File: config.mk
export PLATFORM = sky130hd
export DESIGN_NAME = spmv_mem_sched_flat
export DESIGN_NICKNAME = d
export VERILOG_FILES = /design/src/rtl/spmv_mem_sched_if.sv /design/src/rtl/spmv_mem_sched.sv /design/src/flat_wrapper.sv
export SDC_FILE = /design/constraint.sdc
export NUM_CORES = 1
export LEC_CHECK = 0
export CAP_MARGIN = 20
export CORE_AREA = 2 2 488 490
export CTS_BUF_LIST = sky130_fd_sc_hd__clkbuf_4 sky130_fd_sc_hd__clkbuf_8
export DETAILED_ROUTE_END_ITERATION = 16
export DIE_AREA = 0 0 490 492
export PLACE_DENSITY = 0.5
export REMOVE_ABC_BUFFERS = 1
export SYNTH_ARGS = -nofsm -noshare
export SYNTH_HDL_FRONTEND = slang
export SYNTH_SLANG_ARGS = --single-unit
File: constraint.sdc
create_clock -name clk -period 3.4 [get_ports clk]
set_input_delay 0.68 -clock clk [delete_from_list [all_inputs] [get_ports clk]]
set_output_delay 0.68 -clock clk [all_outputs]
set_load 0.1 [all_outputs]
File: src/rtl/spmv_mem_sched_if.sv
// DCP memory port bundle: request channel out, response channel back.
// The scheduler takes the master side, the NoC adapter the slave side.
interface spmv_mem_sched_if #(
    parameter int TID_W  = 6,
    parameter int DATA_W = 512
);
    logic              mem_req_val;
    logic              mem_req_rdy;
    logic [TID_W-1:0]  mem_req_transid;
    logic [39:0]       mem_req_addr;
    logic              mem_resp_val;
    logic [TID_W-1:0]  mem_resp_transid;
    logic [DATA_W-1:0] mem_resp_data;

    modport master (
        output mem_req_val,
        output mem_req_transid,
        output mem_req_addr,
        input  mem_req_rdy,
        input  mem_resp_val,
        input  mem_resp_transid,
        input  mem_resp_data
    );

    modport slave (
        input  mem_req_val,
        input  mem_req_transid,
        input  mem_req_addr,
        output mem_req_rdy,
        output mem_resp_val,
        output mem_resp_transid,
        output mem_resp_data
    );
endinterface

File: src/rtl/spmv_mem_sched.sv
// Shares one DCP request/response port among SpMV fetch engines:
// round-robin grant, transid pool, response routing by owner/tag.
module spmv_mem_sched #(
    parameter int NUM_REQ = 3,
    parameter int TID_W   = 6,
    parameter int TAG_W   = 4,
    parameter int MAX_OUT = 64,
    parameter int DATA_W  = 512
) (
    input  logic                     clk,
    input  logic                     rst_n,
    input  logic                     spmv_init,
    input  logic [NUM_REQ-1:0]       req_val,
    output logic [NUM_REQ-1:0]       req_rdy,
    input  logic [NUM_REQ*40-1:0]    req_addr,
    input  logic [NUM_REQ*TAG_W-1:0] req_tag,
    spmv_mem_sched_if.master         mem,
    output logic [NUM_REQ-1:0]       resp_val,
    output logic [TAG_W-1:0]         resp_tag,
    output logic [DATA_W-1:0]        resp_data,
    output logic [TID_W:0]           outstanding,
    output logic                     idle,
    output logic                     err_spurious
);
    localparam int NID = 1 << TID_W;
    localparam int GW  = $clog2(NUM_REQ);

    logic [NID-1:0]   busy;
    logic [GW-1:0]    owner [NID];
    logic [TAG_W-1:0] tag_q [NID];

    logic [GW-1:0]    rr_ptr;
    logic [GW-1:0]    rr_g;
    logic [GW-1:0]    rr_idx;
    logic [GW-1:0]    gnt;
    logic [GW-1:0]    lock_g;
    logic [TID_W-1:0] free_id;
    logic [TID_W-1:0] lock_id;
    logic [TID_W-1:0] tid;
    logic [TID_W-1:0] rid;
    logic [TAG_W-1:0] gtag;
    logic             rr_any;
    logic             free_any;
    logic             lock_vld;
    logic             gnt_vld;
    logic             id_avail;
    logic             hs;
    logic             hit;

    assign rid = mem.mem_resp_transid;
    assign hit = mem.mem_resp_val && busy[rid];

    // Lowest-index free ID from the pre-edge busy vector
    always_comb begin
        free_id  = '0;
        free_any = 1'b0;
        for (int i = NID - 1; i >= 0; i--) begin
            if (!busy[TID_W'(i)]) begin
                free_id  = TID_W'(i);
                free_any = 1'b1;
            end
        end
    end

    // rr_ptr holds the first requester to consider next
    always_comb begin
        rr_g   = '0;
        rr_any = 1'b0;
        rr_idx = '0;
        for (int i = NUM_REQ - 1; i >= 0; i--) begin
            rr_idx = GW'((int'(rr_ptr) + i) % NUM_REQ);
            if (req_val[rr_idx]) begin
                rr_g   = rr_idx;
                rr_any = 1'b1;
            end
        end
    end

    assign gnt      = lock_vld ? lock_g : rr_g;
    assign gnt_vld  = lock_vld | rr_any;
    assign tid      = lock_vld ? lock_id : free_id;
    assign id_avail = lock_vld |
                      (free_any && (outstanding < (TID_W+1)'(MAX_OUT)));

    assign mem.mem_req_val     = gnt_vld && id_avail && !spmv_init;
    assign mem.mem_req_transid = tid;
    assign hs = mem.mem_req_val && mem.mem_req_rdy;

    always_comb begin
        mem.mem_req_addr = '0;
        gtag             = '0;
        req_rdy          = '0;
        for (int r = 0; r < NUM_REQ; r++) begin
            if (gnt == GW'(r)) begin
                mem.mem_req_addr = req_addr[r*40 +: 40];
                gtag             = req_tag[r*TAG_W +: TAG_W];
                req_rdy[r]       = hs;
            end
        end
    end

    assign idle = (outstanding == '0) && !(|req_val);

    always_ff @(posedge clk or negedge rst_n) begin
        if (!rst_n) begin
            for (int i = 0; i < NID; i++) begin
                owner[i] <= '0;
                tag_q[i] <= '0;
            end
        end else if (spmv_init) begin
            for (int i = 0; i < NID; i++) begin
                owner[i] <= '0;
                tag_q[i] <= '0;
            end
        end else if (hs) begin
            owner[tid] <= gnt;
            tag_q[tid] <= gtag;
        end
    end

    always_ff @(posedge clk or negedge rst_n) begin
        if (!rst_n) begin
            busy         <= '0;
            rr_ptr       <= '0;
            lock_vld     <= 1'b0;
            lock_g       <= '0;
            lock_id      <= '0;
            outstanding  <= '0;
            resp_val     <= '0;
            resp_tag     <= '0;
            resp_data    <= '0;
            err_spurious <= 1'b0;
        end else if (spmv_init) begin
            busy         <= '0;
            rr_ptr       <= '0;
            lock_vld     <= 1'b0;
            lock_g       <= '0;
            lock_id      <= '0;
            outstanding  <= '0;
            resp_val     <= '0;
            resp_tag     <= '0;
            resp_data    <= '0;
            err_spurious <= 1'b0;
        end else begin
            // Free before allocate; the allocated ID was never busy
            if (hit) begin
                busy[rid] <= 1'b0;
            end
            if (hs) begin
                busy[tid] <= 1'b1;
                rr_ptr    <= (gnt == GW'(NUM_REQ - 1)) ? '0 : gnt + 1'b1;
            end
            if (hs) begin
                lock_vld <= 1'b0;
            end else if (mem.mem_req_val) begin
                lock_vld <= 1'b1;
                lock_g   <= gnt;
                lock_id  <= tid;
            end
            outstanding <= outstanding + (TID_W+1)'(hs)
                                       - (TID_W+1)'(hit);
            resp_val <= hit ? (NUM_REQ'(1) << owner[rid]) : '0;
            if (hit) begin
                resp_tag  <= tag_q[rid];
                resp_data <= mem.mem_resp_data;
            end
            err_spurious <= mem.mem_resp_val && !busy[rid];
        end
    end
endmodule

File: src/flat_wrapper.sv
// flat-port wrapper written by rule: the top's interface ports become plain ports
module spmv_mem_sched_flat 
#(
    parameter int NUM_REQ = 3,
    parameter int TID_W   = 6,
    parameter int TAG_W   = 4,
    parameter int MAX_OUT = 64,
    parameter int DATA_W  = 512
)
  (clk, rst_n, spmv_init, req_val, req_rdy, req_addr, req_tag, resp_val, resp_tag, resp_data, outstanding, idle, err_spurious, mem_mem_req_val, mem_mem_req_transid, mem_mem_req_addr, mem_mem_req_rdy, mem_mem_resp_val, mem_mem_resp_transid, mem_mem_resp_data);
  spmv_mem_sched_if #(.TID_W(TID_W), .DATA_W(DATA_W)) mem_i ();
  input  logic clk;
  input  logic rst_n;
  input  logic spmv_init;
  input  logic [NUM_REQ-1:0] req_val;
  output logic [NUM_REQ-1:0] req_rdy;
  input  logic [NUM_REQ*40-1:0] req_addr;
  input  logic [NUM_REQ*TAG_W-1:0] req_tag;
  output logic [NUM_REQ-1:0] resp_val;
  output logic [TAG_W-1:0] resp_tag;
  output logic [DATA_W-1:0] resp_data;
  output logic [TID_W:0] outstanding;
  output logic idle;
  output logic err_spurious;
  output wire logic [$bits(mem_i.mem_req_val)-1:0] mem_mem_req_val;
  output wire logic [$bits(mem_i.mem_req_transid)-1:0] mem_mem_req_transid;
  output wire logic [$bits(mem_i.mem_req_addr)-1:0] mem_mem_req_addr;
  input wire logic [$bits(mem_i.mem_req_rdy)-1:0] mem_mem_req_rdy;
  input wire logic [$bits(mem_i.mem_resp_val)-1:0] mem_mem_resp_val;
  input wire logic [$bits(mem_i.mem_resp_transid)-1:0] mem_mem_resp_transid;
  input wire logic [$bits(mem_i.mem_resp_data)-1:0] mem_mem_resp_data;
  assign mem_mem_req_val = mem_i.mem_req_val;
  assign mem_mem_req_transid = mem_i.mem_req_transid;
  assign mem_mem_req_addr = mem_i.mem_req_addr;
  assign mem_i.mem_req_rdy = mem_mem_req_rdy;
  assign mem_i.mem_resp_val = mem_mem_resp_val;
  assign mem_i.mem_resp_transid = mem_mem_resp_transid;
  assign mem_i.mem_resp_data = mem_mem_resp_data;
  spmv_mem_sched #(.NUM_REQ(NUM_REQ), .TID_W(TID_W), .TAG_W(TAG_W), .MAX_OUT(MAX_OUT), .DATA_W(DATA_W)) u_core (.clk(clk), .rst_n(rst_n), .spmv_init(spmv_init), .req_val(req_val), .req_rdy(req_rdy), .req_addr(req_addr), .req_tag(req_tag), .mem(mem_i), .resp_val(resp_val), .resp_tag(resp_tag), .resp_data(resp_data), .outstanding(outstanding), .idle(idle), .err_spurious(err_spurious));
endmodule
==> results of run 1 <==
-- flip-flops by register name, indices dropped and copies added, names as in the netlist --
| signal | flops |
|---|---|
| u_core.lock_vld | 1 |
| u_core.rr_ptr | 2 |
| u_core.tag_q | 256 |
| u_core.err_spurious | 1 |
| u_core.resp_tag | 4 |
| u_core.lock_g | 2 |
| u_core.resp_data | 512 |
| u_core.outstanding | 7 |
| u_core.lock_id | 6 |
| u_core.owner | 128 |
| u_core.resp_val | 3 |
| u_core.busy | 64 |
-- cells by family after synthesis --
family          after synthesis  synth area share [%]
mux                         285                  6.55
simple gates               1782                  16.6
xor+xnor                      6                 0.116
buf+inv                     518                  5.06
flops                       986                  54.3
compound gates             1271                  17.0
fa+ha+maj                    14                 0.391
-- metrics by stage --
step	hold WS [ns]	TNS [ns]	instances
after floorplan	0.384	-	4384
after global placement	0.491	-802.62	9411
after detailed placement	0.499	-794.59	9411
after CTS	0.121	-28.70	9788
after global routing	0.183	-31.05	9827
final	0.231	-23.26	9839
-- worst min-delay path by stage --
stage / slack [ns] / end / startpoint
floorplan: 0.38 / u_core.busy[0]$_DFF_PN0_ / rst_n
global placement: 0.49 / u_core.lock_id[2]$_DFFE_PN0P_ / u_core.lock_id[2]$_DFFE_PN0P_
detailed placement: 0.50 / u_core.lock_id[3]$_DFFE_PN0P_ / u_core.lock_id[3]$_DFFE_PN0P_
CTS: 0.12 / u_core.resp_data[382]$_DFFE_PN0P_ / mem_mem_resp_data[382]
global route: 0.18 / u_core.resp_data[382]$_DFFE_PN0P_ / mem_mem_resp_data[382]
finish: 0.23 / u_core.resp_data[382]$_DFFE_PN0P_ / mem_mem_resp_data[382]
-- metal layers --
layer | vias up | GRT usage, % | routed length (um)
met5 | - | 0 | 402
met3 | 585 | 6.29 | 24500
met1 | 24200 | 32.8 | 134000
li1 | 20400 | - | -
met2 | 2405 | 37.4 | 138000
met4 | 64 | 12.8 | 19000
-- placed cells by master, fill, tap and decap left out, types with 12 or more instances in the layout --
cell type / Yosys / routed
a221oi_1: 23 / 22
nand2_1: 1324 / 1291
buf_6: 2 / 20
mux2i_4: 0 / 23
nand2_4: 0 / 19
inv_1: 36 / 31
nor2_1: 44 / 43
clkdlybuf4s50_1: 0 / 693
dfrtp_1: 986 / 985
buf_4: 43 / 1011
a21oi_2: 0 / 12
a211oi_1: 67 / 65
o21ai_0: 79 / 37
a22o_1: 28 / 28
clkbuf_8: 0 / 241
nand2_2: 0 / 13
a21oi_1: 651 / 636
clkbuf_4: 2 / 67
o21ai_4: 0 / 31
diode_2: 0 / 34
a22oi_1: 102 / 102
clkinv_2: 0 / 18
nor4_1: 104 / 104
buf_12: 0 / 146
o31ai_1: 68 / 64
mux2i_1: 259 / 228
nor3_1: 135 / 131
nand3_1: 88 / 87
mux2_2: 17 / 17
buf_16: 0 / 16
o41ai_1: 13 / 13
a31oi_1: 167 / 167
-- timing repair --
item,in CTS,in global routing
setup buffers,42,22
pin swaps,59,31
setup endpoints to repair,595,598
hold endpoints to repair,32,0
resized for setup,275,92
hold buffers,1,0
gates cloned,13,7
-- layout make-up --
cell class                      instances  area (um2)  share of cell area [%]
Antenna cell                           34        85.1                   0.119
Clock buffer                          307        3810                    5.33
Clock inverter                         37         408                   0.571
Inverter                               40         183                   0.256
Multi-Input combinational cell       3358       19700                    27.6
Sequential cell                       986       24700                    34.6
Tap cell                             3167        3960                    5.55
Timing Repair Buffer                 1910       18600                    26.0
-- power breakdown --
group / switching (mW) / internal [mW]
logic: 5.01 / 3.08
registers: 0.0950 / 11.8
clock network: 6.01 / 7.43
total: 11.1 / 22.3
-- worst max-delay path, stage by stage (launching register included) --
cell and delay [ns]:
dfrtp_1 0.40, inv_2 0.08, ha_4 0.21, buf_6 0.12, maj3_2 0.28, o211ai_1 0.21, buf_4 0.17, a21oi_4 0.06
buf_12 0.15, buf_12 0.12, buf_12 0.14, nand2_4 0.05, o21ai_2 0.06, buf_4 0.14, buf_12 0.15
==> summary by stage, run 1 <==
Run status
The run finished, with violations left. The final reports fail on negative setup slack.

Place
Routability-driven placement finished with a final weighted congestion of 0.972. The cell area reported after detailed placement is 0.0648 mm2. The HPWL after detailed placement is 236000 um. The worst setup slack after placement is -1.67 ns. During placement, the flow inserted port buffers numbering 1235.

Synth
The commonest cells after synthesis are nand2_1 (1324), dfrtp_1 (986), a21oi_1 (651), clkbuf_1 (301), mux2i_1 (259). nand2_1 is the most common cell in the netlist. The number of different library cells used by synthesis comes to 80.

In the synthesized netlist, the number of instances is between 4k and 5k. The most used flip-flop cell after synthesis is dfrtp_1. Summing the sequential cell areas from Yosys gives 54.3% of the chip area. The mapped netlist covers 0.0454 mm2. After synthesis, the largest area contributor takes up 54.3% of total cell area. The per-instance average area after synthesis is 9.34 um2. By area the synthesized netlist is led by dfrtp_1 (54%), nand2_1 (11%), a21oi_1 (7.2%), mux2i_1 (5.7%), clkbuf_1 (2.5%). Counting flops and latches in the post-synthesis netlist gives slightly below 1k. The Yosys step of the flow raised 0 warnings. For this run, asynchronously set or reset flops after synthesis account for 100%. Counting flops with a built-in enable in the synthesized netlist gives 0.

The most area-hungry cell type in the Yosys netlist is dfrtp_1.

Route
The average via count per standard cell is approximately 4.8. The count of vias placed by the detailed router is 47.6k. The number of search-and-repair iterations in the first detailed-routing pass is 5.

The violation count after the first detailed-route iteration is 4842. For this run, design rule violations remaining after detail routing come to 0. After detailed routing, the average wire length per cell comes to 32.1 um.

For this block, the routed nets add up to approximately 320000 um of wire. In this run the remaining antenna-violating nets after routing total 0.

GRT
The global-route wire length before repair is between 400000 and 500000 um. Entering global routing, the biggest net connects just under 200 pins. The via count of the first global-routing pass is 46.8k. The residual overflow from global routing is 0.

Global routing used 24.9% of the available tracks across all layers. The initial antenna violation count is 125.

Floorplan
The height of the die is ~490 um. The count of pins on the block boundary is roughly 1.2k. The area of the core is 0.236 mm2. The die footprint is 0.241 mm2. The initial cell density of the core is 19.2%.

The standard-cell row count is 179. From left edge to right edge, the die measures 490 um.

Critical path
The largest fanout on the critical path is 8. The critical path ends at mem_mem_req_addr[2]. The endpoint identified for the worst register-to-register timing path is u_core.outstanding[6]$_DFF_PN0_. STA classifies the critical path endpoint as an output port. The number of cells on the worst reg-to-reg path is 18.

The startpoint of the most critical register-to-register path is u_core.busy[27]$_DFF_PN0_. Data on the critical path is required at its endpoint by 2.72 ns. Data arrives at the worst endpoint at 3.34 ns. The worst setup path is of the register to output port kind.

The setup slack of the most critical reg-to-reg path is -0.30 ns. The worst setup path is launched from a register. The start point of the critical path is u_core.rr_ptr[0]$_DFFE_PN0N_.

CTS
Counting the buffers created by CTS gives 191. The CTS clock-pin slew for the worst setup and hold paths is about 0.060 ns. The number of sinks driven by the clock tree is 986.

The H-tree was split into 4 levels. CTS placed an instance of clkbuf_8 at the clock tree root. The number of buffers on the longest clock path is 3. The source-to-sink clock delay at the later pin of the worst-skew pair is 1.00 ns. TritonCTS built the clock tree.

Timing
The measured slew at the worst slew-check pin is 1.45 ns. Across the routed clock network, the largest skew measured is approximately 0.096 ns. Setup repair after global routing could not meet its margin everywhere. For the finished layout, the period the worst path requires is between 4 and 5 ns. The final count of hold timing violations is 0. After layout, the worst path uses 118% of the clock period.

The final-report max-slew violation count is 0. The remaining max-slew budget at the tightest pin is 3.04%. Timing would allow up to ~250 MHz. In the post-route analysis, the smallest setup slack over all paths is -0.617 ns. The final setup violation count is 47.

Min path
The worst hold path depth is 3. The path class of the lowest-slack min-delay path is primary input to register.

Power
The total power draw is 33.5 mW. The worst voltage drop across the vdd grid is 0.405 mV. The leakage power total is 30.9 nW. The total power divided by cell area is 469 mW/mm2.

Cells and area
The signed area change from the synthesized netlist to the final layout is 57.2%. After routing the design area is slightly above 0.07 mm2. The utilization after layout is 30.2%. The post-route netlist has 26.7% of its cells at a drive strength greater than 1. For this run, the post-layout net count is 7157. The count of filler cells inserted in the layout is about 25k.

Flow run
The tool flagged a number of max-cap violations equal to 0.
No activity file was read; power rests on OpenSTA's default activity.
==> run 2, diff against run 1 <==
--- a/config.mk
+++ b/config.mk
@@ -10,7 +10,7 @@
 export CTS_BUF_LIST = sky130_fd_sc_hd__clkbuf_4 sky130_fd_sc_hd__clkbuf_8
 export DETAILED_ROUTE_END_ITERATION = 16
 export DIE_AREA = 0 0 490 492
-export PLACE_DENSITY = 0.5
+export PLACE_DENSITY = 0.41
 export REMOVE_ABC_BUFFERS = 1
 export SYNTH_ARGS = -nofsm -noshare
 export SYNTH_HDL_FRONTEND = slang
==> run 2 against run 1 <==
  * The run still ends with negative setup slack left
  * Final cell count is 0.29% lower
  * Via count fell by 1.3%
  * Highest routed layer unchanged
  * Sequential share of layout area increased by 0.33 points
  * Register-to-register slack improved by 0.19 ns
  * Total power decreased by 0.33%
  * Clock power grew 3%
  * Wire length decreased by 9.7%
  * Sequential power is essentially flat
  * Critical endpoint is now mem_mem_req_addr[1]
  * Clock-buffer cell count is 19 higher
  * Sequential cell count unchanged
  * Hold slack better by 0.030 ns
==> summary by stage, run 2 (synthesis results as in run 1) <==
Run status
Status: complete, but fails checks (unchanged). Violations in the final reports: negative setup slack (unchanged).

Route
The final wirelength was 285000 um (was 316000 um). The wire length on met3 is 24400 um (was 24500 um). The violation count after the first detailed-route iteration is 4509 (was 4842).

The number of search-and-repair iterations in the first detailed-routing pass is 8 (was 5). The average via count per standard cell is 4.79 (was 4.84). The DRC violation count after routing is 0 (unchanged). The met2 routed wirelength is 128000 um (was 138000 um).

The highest routing layer actually used was met5 (unchanged). The antenna violation net count after detailed routing is 0 (unchanged). The average wire per cell in the routed design is 29.0 um (was 32.1 um). The detailed-routing wirelength on met1 is 124000 um (was 134000 um).

The count of vias placed by the detailed router was 47.0k (was 47.6k).

GRT
The largest net degree at the start of global routing came to 217 (was 197). The via count of the first global-routing pass is 46.5k (was 46.8k). The residual overflow from global routing is 0 (unchanged). The initial antenna violation count was 85 (was 125). The combined global-route utilization of all metal layers is 22.7% (was 24.9%). The global-route wire length before repair came to 390000 um (was 417000 um).

Critical path
The worst setup path category is register to output port (unchanged). The nature of the critical path endpoint is an output port (unchanged). The cell depth of the worst flop-to-flop path is 17 (was 18). Series of cell instances along the critical path: ha_4, buf_6, maj3_2, o211ai_1, buf_6, nand2_8, buf_12, buf_4, o21ai_2, buf_4, buf_12 (was inv_2, ha_4, buf_6, maj3_2, o211ai_1, buf_4, a21oi_4, buf_12, buf_12, buf_12, nand2_4, o21ai_2, buf_4, buf_12). The cell at the slowest stage of the critical path was dfrtp_1 (unchanged). The highest cell delay on the worst timing path came to 0.41 ns (was 0.40 ns). The startpoint class of the critical path is a register (unchanged). The required time at the worst-slack endpoint is 2.72 ns (about the same). The largest fanout on the critical path is 7 (was 8). The signal arrival time at the worst endpoint came to 3.35 ns (was 3.34 ns).

Timing
The remaining max-slew budget at the tightest pin is 4.02% (was 3.04%). The measured slew at the worst slew-check pin is 1.44 ns (was 1.45 ns). Unrepaired setup endpoints after global routing: yes (unchanged). The final count of hold timing violations is 0 (unchanged). The final-report max-slew violation count was 0 (unchanged). The final setup violation count is 47 (unchanged). The setup skew after layout is 0.0544 ns (was 0.0958 ns). The final setup slack of the worst path is -0.630 ns (was -0.617 ns).

The shortest clock period the worst path allows after layout is 4.03 ns (was 4.02 ns). The timing-limited maximum frequency is 248 MHz (was 249 MHz). The post-route clock period utilization was 119% (was 118%).

CTS
The CTS clock-pin slew for the worst setup and hold paths is 0.06 ns (about the same). The maximum level of the CTS H-tree came to 4 (unchanged). The number of buffers created by CTS is 196 (was 191). The source-to-sink clock delay at the later pin of the worst-skew pair is 0.96 ns (was 1.00 ns).

The number of sinks driven by the clock tree is 986 (unchanged). The number of buffers on the longest clock path is 3 (unchanged). The buffer type at the clock tree root is clkbuf_8 (unchanged). The clock tree from TritonCTS is yes (unchanged).

Floorplan
The initial cell density of the core is 19.2% (unchanged). The height of the die is 492 um (unchanged). The x dimension of the die came to 490 um (unchanged). The die footprint came to 0.241 mm2 (unchanged).

The area of the core is 0.236 mm2 (unchanged). The standard-cell row count came to 179 (unchanged). The count of pins on the block boundary is 1236 (unchanged).

Cells and area
The count of non-filler cells in the finished layout is 9810 (was 9839). The signed area change from the synthesized netlist to the final layout is 55.7% (was 57.2%). The top register by number of flip-flops is u_core.resp_data (unchanged). The most frequent standard cell in the layout excluding fill and tap cells is nand2_1 (unchanged). The flip-flop count of the largest register, all copies and words added is 512 (unchanged).

Most frequent cells in the layout: nand2_1 (1288), buf_4 (989), dfrtp_1 (984), clkdlybuf4s50_1 (696), a21oi_1 (639) (was nand2_1 (1291), buf_4 (1011), dfrtp_1 (985), clkdlybuf4s50_1 (693), a21oi_1 (636)). The utilization after layout is 29.9% (was 30.2%). Largest registers in the final layout: u_core.resp_data (512), u_core.tag_q (256), u_core.owner (128) (unchanged). The number of nets in the layout is 7124 (was 7157). The fraction of final layout cells with drive strength greater than 1 is 26.3% (was 26.7%).

Power
The total power divided by cell area was 472 mW/mm2 (was 469 mW/mm2). The worst voltage drop across the vdd grid is 0.335 mV (was 0.405 mV). The switching share of power is 32.5% (was 33.2%). The switching power total is 10.8 mW (was 11.1 mW). The combinational cell fraction of total power is 23.0% (was 24.2%). The sequential fraction of design power is 35.8% (was 35.7%).

The proportion of power drawn by the clock network came to 41.3% (was 40.2%). The leakage power total is 30.7 nW (was 30.9 nW). The total power draw came to 33.4 mW (was 33.5 mW). The internal power consumption came to 22.5 mW (was 22.3 mW).

Min path
The path class of the lowest-slack min-delay path is primary input to register (unchanged). The worst hold path depth was 3 (unchanged).

Place
The number of buffers inserted by port buffering is 1235 (unchanged). The instance count after placement with tap cells included is 9375 (was 9411). The routability congestion estimate is 1.01 (was 0.972).

The worst setup slack after placement is -0.988 ns (was -1.67 ns). The HPWL after detailed placement is 212000 um (was 236000 um).

Flow run
The count of max-cap constraint violations is 0 (unchanged).
## run 2: stage by stage
stage | hold slack (ns) | setup TNS (ns) | cell area [um2]
global placement | 0.499 | -474.33 | 64600
global route | 0.185 | -34.41 | 70700
CTS | 0.141 | -31.22 | 70100
finish | 0.261 | -24.56 | 70700
floorplan | 0.384 | - | 43300
detailed placement | 0.506 | -482.33 | 64600
## run 2: cell type report
type                    instances  area [um2]
flip-flops and latches        986       24700
inverters                      40         191
diodes                         29        72.6
clock buffers                 326        4020
fillers                     25000      166000
multi-input cells            3358       19500
well taps                    3167        3960
clock inverters                32         364
repair buffers               1872       18000
## run 2: power groups by stage
stage	sequential, mW	clock (mW)	combinational [mW]
2_1_floorplan	12.6	0	2.46
3_3_place_gp	12.1	0	6.96
3_5_place_dp	12.1	0	6.93
4_1_cts	11.9	14.2	7.45
5_1_grt	11.9	14.7	7.97
6_report	11.9	13.8	7.67
## run 2: metal layers
layer,up-vias,global-route usage (%)
met2,2234,34.9
met5,-,0
li1,20300,-
met4,32,6.44
met3,407,6.54
met1,24000,30.8
## run 2: path summary, 6_finish.rpt
check / startpoint / end / slack (ns)
max: u_core.rr_ptr[1]$_DFFE_PN0N_ / mem_mem_req_addr[1] / -0.63
max reg2reg: u_core.busy[27]$_DFF_PN0_ / u_core.outstanding[6]$_DFF_PN0_ / -0.11
min: mem_mem_resp_data[126] / u_core.resp_data[126]$_DFFE_PN0P_ / 0.26
min reg2reg: u_core.owner[49]$_DFFE_PN0P_ / u_core.owner[49]$_DFFE_PN0P_ / 0.52
min in group asynchronous: rst_n / u_core.resp_val[1]$_DFF_PN0_ / 0.29
max in group asynchronous: rst_n / u_core.resp_data[29]$_DFFE_PN0P_ / 1.93
## run 2: critical path: cells and delay by family, from the launching register on
kind,cells,cell delay (ns)
buffers and inverters,6,0.94
adders and majority gates,2,0.54
AOI/OAI and AO/OA,2,0.44
DFF,1,0.41
and+or+nand+nor,1,0.07
## run 2: what timing repair did
item                                    CTS  global route
hold buffers                              2             0
endpoints found under the hold margin    37             0
gates resized for setup                 198           123
endpoints found under the setup margin  480           281
pin swaps                                37            41
gates cloned                              6             1
buffers inserted                         36            22
